==> src/rtl/param_updown_counter.sv <==
// Parametrised up/down counter with modulus, prescaler, clear/load and wrap pulse.
// Define PARAM_COUNTER_SAT_EN to saturate at the range ends instead of wrapping.
module param_updown_counter #(
    parameter int unsigned WIDTH     = 4,
    parameter int unsigned MAX_COUNT = (2 ** WIDTH) - 1,
    parameter int unsigned PRESCALE  = 1
) (
    input  logic             clk_i,
    input  logic             rst_ni,
    input  logic             enable_i,
    input  logic             clear_i,
    input  logic             load_i,
    input  logic [WIDTH-1:0] load_value_i,
    input  logic             up_down_i,
    output logic [WIDTH-1:0] count_o,
    output logic             tc_o,
    output logic             wrap_o
);

    localparam int unsigned      PreW    = (PRESCALE > 1) ? $clog2(PRESCALE) : 1;
    localparam logic [WIDTH-1:0] MaxVal  = WIDTH'(MAX_COUNT);
    localparam logic [PreW-1:0]  PreLast = PreW'(PRESCALE - 1);

    if ((WIDTH == 0) || (PRESCALE == 0) ||
        (longint'(MAX_COUNT) > ((longint'(1) << WIDTH) - 1))) begin : g_param_err
        $error("param_updown_counter: MAX_COUNT must fit WIDTH and PRESCALE must be >= 1");
    end

    logic [WIDTH-1:0] count_q, count_d;
    logic [PreW-1:0]  pre_q, pre_d;
    logic             wrap_q, wrap_d;
    logic             step;

    always_comb begin
        count_d = count_q;
        pre_d   = pre_q;
        wrap_d  = 1'b0;
        step    = 1'b0;

        if (clear_i) begin
            count_d = '0;
            pre_d   = '0;
        end else if (load_i) begin
            count_d = (load_value_i > MaxVal) ? MaxVal : load_value_i;
            pre_d   = '0;
        end else if (enable_i) begin
            if (pre_q == PreLast) begin
                pre_d = '0;
                step  = 1'b1;
            end else begin
                pre_d = pre_q + 1'b1;
            end
        end

        // Arithmetic is modulo MAX_COUNT+1, so the range ends are handled explicitly.
        if (step) begin
            if (up_down_i) begin
                if (count_q == MaxVal) begin
                    wrap_d = 1'b1;
`ifdef PARAM_COUNTER_SAT_EN
                    count_d = count_q;
`else
                    count_d = '0;
`endif
                end else begin
                    count_d = count_q + 1'b1;
                end
            end else begin
                if (count_q == '0) begin
                    wrap_d = 1'b1;
`ifdef PARAM_COUNTER_SAT_EN
                    count_d = count_q;
`else
                    count_d = MaxVal;
`endif
                end else begin
                    count_d = count_q - 1'b1;
                end
            end
        end
    end

    always_ff @(posedge clk_i or negedge rst_ni) begin
        if (!rst_ni) begin
            count_q <= '0;
            pre_q   <= '0;
            wrap_q  <= 1'b0;
        end else begin
            count_q <= count_d;
            pre_q   <= pre_d;
            wrap_q  <= wrap_d;
        end
    end

    assign count_o = count_q;
    assign wrap_o  = wrap_q;
    assign tc_o    = up_down_i ? (count_q == MaxVal) : (count_q == '0);

endmodule

==> config.mk <==
export PLATFORM = sky130hd
export DESIGN_NAME = param_updown_counter
export DESIGN_NICKNAME = d
export VERILOG_FILES = /design/src/rtl/param_updown_counter.sv
export SDC_FILE = /design/constraint.sdc
export NUM_CORES = 1
export LEC_CHECK = 0
export BUFFER_PORTS_ARGS = -buffer_cell sky130_fd_sc_hd__clkbuf_2
export CORE_AREA = 8 8 45 47
export DETAILED_ROUTE_END_ITERATION = 10
export DIE_AREA = 0 0 53 55
export GPL_ROUTABILITY_DRIVEN = 0
export PLACE_DENSITY = 0.58
export RECOVER_POWER = 25
export SLEW_MARGIN = 15
export SYNTH_ARGS = -nofsm -noshare
export SYNTH_HDL_FRONTEND = slang
export SYNTH_SLANG_ARGS = --single-unit
export TNS_END_PERCENT = 30
==> constraint.sdc <==
create_clock -name clk_i -period 1.4 [get_ports clk_i]
set_input_delay 0.21 -clock clk_i [delete_from_list [all_inputs] [get_ports clk_i]]
set_output_delay 0.21 -clock clk_i [all_outputs]
set_load 0.01 [all_outputs]
== After elaboration in Yosys (flattened, before gate mapping) ==
Index checks and enable logic that the tools add are counted.

* Reduce and logical (&&, ||, !) cells: 3
* Multiplexer cells: 20
* Bitwise logic cells: 0
* Equality and inequality tests: 1
* Shift-type cells: 0
* $lt $le $gt $ge: 1
* Multipliers: 0
* Div/mod/pow operators: 0
* $add $sub $neg: 3

{| class="wikitable"
|+ Operators by type and width
! cell !! count
|-
| 4-bit two-way mux || 7
|-
| 1-bit two-way mux || 13
|-
| 3-bit nonzero test || 2
|-
| 4-bit by 1-bit adder with 4-bit output, second input constant || 1
|-
| 4-bit equality test, second input constant || 1
|-
| 4-bit > comparator, second input constant || 1
|-
| 4-bit zero test || 1
|-
| 4-bit by 1-bit subtractor with 4-bit output, second input constant || 1
|-
| 1-bit adder, second input constant || 1
|}

* Logic and storage cells: 31
* Latch bits: 0
* RAM bits: 0
* Register bits after elaboration: 6
* Bits in read-only memories: 0
* Memories: 0

== Longest topological paths before layout ==
Gate-level depths: netlist (run 1).

* Word-level depth: 5
* Mapped depth: 6

== Worst setup path after synthesis (run 1) ==
No wires, ideal clock.

* Path kind: register to register
* From: register count_q[0], in the netlist count_o[0]
* To: register wrap_q, in the netlist wrap_o
* Slack: -0.157 ns
* Path buffers: 0
* Data required time: 1.333 ns
* Stages on the path, launching flop included: 6
* Data arrival time: 1.490 ns
* Setup time: 0.067 ns
* Period minus slack after synthesis: 1.557 ns
* Path through: dfrtp_1 inv_1 ha_1 or3b_1 o21ai_1 and3_1

* Cells in the longest elaborated chain, start to end: 4
* Elaborated cells on any way between the ends: 6
* Those cells by class: eq/ne (1); mux (4); reduce/logical (1)

{| class="wikitable"
|+ Ends and longest elaborated chain
! item !! line !! RTL
|-
| start: declaration || 29 || <nowiki>logic [WIDTH-1:0] count_q, count_d;</nowiki>
|-
| start signal: assignment || 89 || <nowiki>count_q <= count_d;</nowiki>
|-
| 4-bit equality test / 4-bit zero test (equally long branches) || 58, 69 ||
|-
| 1-bit two-way mux, on equally long branches || 58, 69 ||
|-
| 1-bit two-way mux * || 57 || <nowiki>if (up_down_i) begin</nowiki>
|-
| 1-bit two-way mux * || 56 || <nowiki>if (step) begin</nowiki>
|-
| named net wrap_d || 31 || <nowiki>logic wrap_q, wrap_d;</nowiki>
|-
| end signal: assignment || 91 || <nowiki>wrap_q <= wrap_d;</nowiki>
|-
| end: declaration || 31 ||
|}

Mark *: on every way through the listed nets, which the timed path passes. The rest lies on a longest branch.
A chain may end at the register's enable or synchronous reset.

== Worst setup path in the final report (run 1) ==
* From: register count_q[0], in the netlist count_o[0]
* To: output port tc_o

* Cells in the longest elaborated chain, start to end: 2
* Elaborated cells on any way between the ends: 3
* Those cells by class: eq/ne (1); mux (1); reduce/logical (1)

{| class="wikitable"
|+ Ends and longest elaborated chain
! item !! line !! RTL
|-
| 4-bit equality test / 4-bit zero test (equally long branches) || 97 || <nowiki>assign tc_o = up_down_i ? (count_q == MaxVal) : (count_q == '0);</nowiki>
|-
| 1-bit two-way mux * || 97 ||
|-
| end: declaration || 16 || <nowiki>output logic tc_o,</nowiki>
|}

Every way passes the cells marked *; elsewhere a longest branch is shown, timed or not.

==> results by group, run 1 <==
Status
  • Status: finished with violations
  • Failing checks: setup timing

Flow run
  • Max-Cap Viols: 0

Timing
  • Final hold vios: 0
  • Actual slew at the worst max-slew pin: 307 ps
  • Setup Viol. Count Final: 5
  • PnR worst setup slack: -366 ps
  • Fin. max-slew vios: 0
  • Max Clock Freq: 0.566 GHz
  • Skew final: 9.82 ps
  • Unrepaired setup endpoints after global routing: true
  • Worst hold slack: 190 ps
  • Final Critical Period: 1770 ps
  • Slew Limit Headroom: 79.5%
  • Final period utilization: 126%

Synthesis
  • Register area share after synthesis: 32.1%
  • Register bit total from synthesis: 5
  • Synth Area in Adders: 6.41%
  • Simple-gate share of the synthesized area: 19.2%
  • Synthesized area: 390 sq um
  • Post-Synthesis Cells: 45
  • Area share of the largest cell type after synthesis: 32.1%
  • Largest family of logic cells by synthesized area: compound AO/OA/AOI/OAI gates
  • EDFF count, synth: 0
  • Post-synth cell types: 26
  • Area contributors post-synth: dfrtp_1, ha_1, mux2i_1, inv_1, o21ai_0
  • Synth top cells by count: dfrtp_1, inv_1, nand2_1, o21ai_0
  • Post-synthesis xor/xnor area fraction: 4.49%
  • Avg Inst Size Synth: 8.67 sq um
  • Ys flop type: dfrtp_1
  • Syn nets: 57
  • Post-synthesis mux area share: 5.13%
  • Synth Warn #: 0
  • Cell taking the most area after synthesis: dfrtp_1
  • Ys async rst share: 100%
  • Synth Area in Compound Gates: 26.6%

Worst setup path
  • CP arrival: 1560 ps
  • Critical path required time: 1190 ps
  • Crit path max fanout: 3
  • Setup crit end kind: output port
  • CP Class: flip-flop to output port
  • Critical path launch point type: flip-flop

Global route
  • GRT Total Usage: 9.36%
  • Pin count of the biggest net entering global routing: 8
  • Vias in the first global route: 480
  • First-pass GRT wire length: 2.05 mm
  • Initial antenna violation count: 0
  • Grt total ovfl: 0

Floorplanning
  • Die W: 53 microns
  • Initial Util: 28.2%
  • Rows: 14
  • Core area: 0.00138 sq mm
  • Io pins: 16
  • Die height: 55 microns
  • Die Footprint: 0.00292 sq mm

Power and ir drop
  • Combinational Power Share: 38.9%
  • Internal Pwr Total: 0.389 mW
  • Sequential share of power: 30.5%
  • Static leakage: 0.340 nW
  • P_sw: 0.171 mW
  • Max IR drop VDD: 0.594 mV
  • Cell area power density: 802 mW/mm^2
  • Clock share of power: 30.6%
  • Sw frac: 30.5%

Hold path
  • Hold Crit Class: input pin to flip-flop

Clocking
  • TritonCTS clock tree: done
  • Worst-path clk slew: 50 ps
  • Max H-tree Level: 1
  • Clock Sinks: 5
  • Worst-Skew Late Latency: 250 ps
  • Clock Path Buffers: 2
  • CTS Buf Count: 3
  • Clk root buf: clkbuf_4

Finish
  • Finished Core Util: 50.4%
  • N_diodes: 0
  • Fin cells: 95
  • Final Cell Area: 697 sq um
  • Area delta synth->final: 78.5%
  • NumNets Final: 92
  • Layout cells sized above 1: 54.4%

Detailed routing
  • Residual DRC count: 0
  • DR vias: 459
  • Initial DRC count: 18
  • Via-to-Cell Ratio: 4.83
  • Wire per inst: 13.7 microns
  • Antenna viol nets, final: 0
  • WL final: 1.30 mm
  • Drt pass-1 iters: 4

Placed design
  • Buffers on Ports: 15
  • Pre-CTS setup slack: -151 ps
  • DP Cell Count: 85
  • Placed cell area: 611 sq um
repair_timing:
item | CTS | global route
hold buffers | 1 | 0
endpoints found under the hold margin | 5 | 0
pin swaps | 3 | 1
gates resized for setup | 1 | 4
setup endpoints to repair | 5 | 6
buffers inserted | 5 | 0
final timing paths:
kind                            startpoint          to  slack, ps  cells after the start
worst min register to register  count_o[3]      wrap_o        790                      3
worst max-delay path            count_o[0]        tc_o       -370                      5
min in group asynchronous           rst_ni      wrap_o        360                      2
worst min-delay path               clear_i  count_o[1]        190                      2
max in group asynchronous           rst_ni  count_o[1]        780                      2
worst max register to register  count_o[1]  count_o[3]       -240                      6
stage by stage:
stage	setup TNS [ps]	total power [mW]
final	-910	0.559
after global routing	-1250	0.598
after CTS	-875	0.546
after detailed placement	-544	0.363
after global placement	-457	0.361
after floorplan	-160	0.271
area by class of cell:
| type | count | area [sq um] |
|---|---|---|
| multi-input combinational | 34 | 280 |
| sequential | 5 | 129 |
| tap | 16 | 20.0 |
| inverter | 5 | 18.8 |
| timing repair buffer | 31 | 223 |
| clock buffer | 4 | 26.3 |
| fill | 138 | 687 |
power groups by stage:
stage          Clock (mW)  Sequential, mW  Combinational, mW
2_1_floorplan           0           0.182             0.0897
3_3_place_gp            0           0.174              0.187
3_5_place_dp            0           0.175              0.188
4_1_cts             0.165           0.168              0.213
5_1_grt             0.189           0.172              0.237
6_report            0.171           0.171              0.218
worst max-delay path: stages, from the launching register on:
cell and delay (ps):
dfrtp_2 430, inv_2 90, ha_4 130, or3b_4 390, o21ai_4 140, buf_6 120
per-layer routing:
layer,wire length (microns),global-route usage [%],vias to the layer above
li1,-,-,231
met1,524,11.0,202
met2,675,15.4,24
met3,84,2.94,2
met4,14,3.88,0
met5,0,0,-
kinds of logic (layout without fill, tap and decap cells):
family	count (synthesis)	in the layout
AO/OA/AOI/OAI	15	15
XOR/XNOR	2	2
adder cells (fa/ha/maj)	2	2
buffers and inverters	6	40
flip-flops	5	5
multiplexers	2	2
AND/OR/NAND/NOR	13	13
placed cells by master (no fill, tap or decap), types with 2 or more instances in the layout:
master / instances
ha_4: 2
nand2_1: 3
nor2b_1: 2
o21ai_1: 2
dfrtp_2: 3
nor2_1: 2
inv_1: 3
a21oi_1: 2
inv_2: 2
clkbuf_4: 3
buf_6: 3
clkbuf_2: 13
a31oi_1: 2
buf_4: 12
dfrtp_1: 2
o21ai_0: 2
clkbuf_1: 2
mux2i_1: 2
flip-flops by register name, summed over array words and instances, names as in the netlist:
register / count
wrap_o: 1
count_o: 4
(Power assumes the default switching activity.)
==> inputs of run 2 (changes only) <==
Settings changed: CELL_PAD_IN_SITES_DETAIL_PLACEMENT set to 1, CELL_PAD_IN_SITES_GLOBAL_PLACEMENT set to 2, CORE_AREA 8 8 45 47 to unset, CORE_MARGIN set to 8, CORE_UTILIZATION set to 22, DIE_AREA 0 0 53 55 to unset, PLACE_DENSITY 0.58 to unset, PLACE_DENSITY_LB_ADDON set to 0.1.
==> run 2 against run 1 <==
Against the previous run:
- final cell count grew 5.3%
- sequential power is essentially flat
- die area grew 16%
- clock skew shrank 9.5 ps
- critical path depth is the same
- core utilization shrank 8.0 points
- worst hold slack gained 15 ps
- count of clock-buffer cells in the layout is the same
- fmax grew 0.53%
- critical path type unchanged
- register-to-register slack lost 60 ps
- the flow still finishes with violations (setup timing)
- global-route usage grew 0.82 points
- cell area grew 2.7%
- largest power group unchanged
==> results by group, run 2 (synthesis results as in run 1) <==
Status
  • Status: finished with violations
  • Failing checks: setup timing

Worst setup path
  • Worst path top cell family by delay: flip-flops
  • Slowest Stage Delay on Critical Path: 420 ps
  • Crit path max-delay cell type: dfrtp_2
  • Critical path required time: 1190 ps
  • Buf/Inv on CP: 2
  • Crit path max fanout: 3
  • Worst r2r src: count_o[0]
  • CP Class: flip-flop to output port
  • R2R cell count: 6
  • Setup crit end kind: output port
  • Critical path cell sequence: inv_2 > ha_4 > or3b_4 > o21ai_4 > buf_6
  • Critical path depth: 5
  • Setup slack, reg-to-reg: -300 ps
  • Critical path launch point type: flip-flop
  • Reg2Reg Capture Point: count_o[3]
  • CP arrival: 1550 ps

Detailed routing
  • Met2 WL: 764 microns
  • Residual DRC count: 0
  • Antenna viol nets, final: 0
  • Initial DRC count: 2
  • WL final: 1.53 mm
  • DR vias: 467
  • Via-to-Cell Ratio: 4.67
  • M1 WL: 667 microns
  • Max Used Layer: met4
  • Routed length on met3: 81 microns
  • Wire per inst: 15.3 microns
  • Drt pass-1 iters: 2

Floorplanning
  • Die Footprint: 0.00338 sq mm
  • Die height: 58.1 microns
  • Io pins: 16
  • Rows: 15
  • Initial Util: 23.1%
  • Core area: 0.00169 sq mm
  • Die W: 58.1 microns

Timing
  • Setup Viol. Count Final: 5
  • Slew Limit Headroom: 83.1%
  • Skew final: 0.359 ps
  • Fin. max-slew vios: 0
  • Unrepaired setup endpoints after global routing: true
  • Final hold vios: 0
  • Actual slew at the worst max-slew pin: 254 ps
  • PnR worst setup slack: -357 ps
  • Final Critical Period: 1760 ps
  • Final period utilization: 125%
  • Max Clock Freq: 0.569 GHz

Hold path
  • HP Start: clear_i
  • Hold Path Depth: 2
  • Hold Crit Class: input pin to flip-flop
  • Worst hold path endpoint: count_o[1]

Finish
  • Area of the multi-input gates: 280 sq um
  • Max reg flops: 4
  • Area delta synth->final: 83.3%
  • Filler Cell Count: 227
  • Layout cells sized above 1: 56.6%
  • Sequential Area: 129 sq um
  • Most common cell after layout, fill and taps aside: buf_4
  • N_diodes: 0
  • Finished Core Util: 42.4%
  • Most frequent cells in the layout: buf_4, clkbuf_2
  • Fin cells: 100
  • NumNets Final: 96

Placed design
  • HPWL after DPL: 1.19 mm
  • Buffers on Ports: 15
  • DP Cell Count: 88

Global route
  • Pin count of the biggest net entering global routing: 8
  • Vias in the first global route: 562
  • GRT Total Usage: 10.2%
  • Grt total ovfl: 0
  • First-pass GRT wire length: 2.58 mm
  • Initial antenna violation count: 0

Clocking
  • Clk root buf: clkbuf_4
  • Max H-tree Level: 1
  • Worst-Skew Late Latency: 240 ps
  • TritonCTS clock tree: done
  • CTS Buf Count: 3
  • Clock Path Buffers: 2
  • Worst-path clk slew: 40 ps
  • Clock Sinks: 5

Power and ir drop
  • Cell area power density: 786 mW/mm^2
  • Static leakage: 0.356 nW
  • Max IR drop VDD: 0.270 mV

Flow run
  • Max-Cap Viols: 0
==> run 2: changes by cell type in the layout (fill, tap and decap cells not counted) <==
cell / delta
o21ai_1: -1
buf_4: +5
o21ai_0: +1
buf_12: -1
==> run 2: final cells by class <==
| cell class | count | area share (%) |
|---|---|---|
| clock buffer | 4 | 3.67 |
| inverter | 5 | 2.62 |
| multi-input combinational | 34 | 39.2 |
| sequential | 5 | 18.0 |
| tap | 17 | 2.97 |
| timing repair buffer | 35 | 33.6 |
==> run 2: per-layer routing <==
metal,up-vias,GRT usage [%]
met2,12,16.7
met4,0,6.29
met1,213,11.3
met3,2,2.87
li1,240,-
met5,-,0
==> run 2: repair_timing <==
action | in CTS | in global routing
pin swaps | 3 | 0
hold buffers | 1 | 0
endpoints found under the hold margin | 5 | 0
gates resized for setup | 1 | 3
setup endpoints to repair | 5 | 6
gates cloned | 0 | 0
buffers inserted | 6 | 1
==> run 2: how the worst max path moves through the flow <==
stage	endpoint	slack, ps	start
floorplan	wrap_o	-60	count_o[0]
global placement	count_o[3]	-170	count_o[0]
detailed placement	count_o[3]	-170	count_o[0]
CTS	tc_o	-380	count_o[0]
global route	tc_o	-400	count_o[0]
finish	tc_o	-360	count_o[0]
==> run 2: power breakdown <==
group | total, mW | internal, mW | leakage [nW] | switching [mW]
Sequential | 0.169 | 0.156 | 0.0617 | 0.0129
Combinational | 0.231 | 0.130 | 0.279 | 0.101
Clock | 0.161 | 0.107 | 0.0150 | 0.0540
Total | 0.562 | 0.394 | 0.356 | 0.168
==> run 2: through the flow <==
stage / worst slack, ps / total power [mW] / TNS (ps) / cell area [sq um] / hold slack, ps
5_1_grt: -404 / 0.607 / -1300 / 716 / 209
4_1_cts: -379 / 0.563 / -1070 / 699 / 199
3_3_place_gp: -167 / 0.365 / -434 / 614 / 28.5
3_5_place_dp: -172 / 0.371 / -570 / 614 / 30.6
6_report: -357 / 0.562 / -942 / 716 / 204
2_1_floorplan: -57.4 / 0.271 / -160 / 433 / -85.6
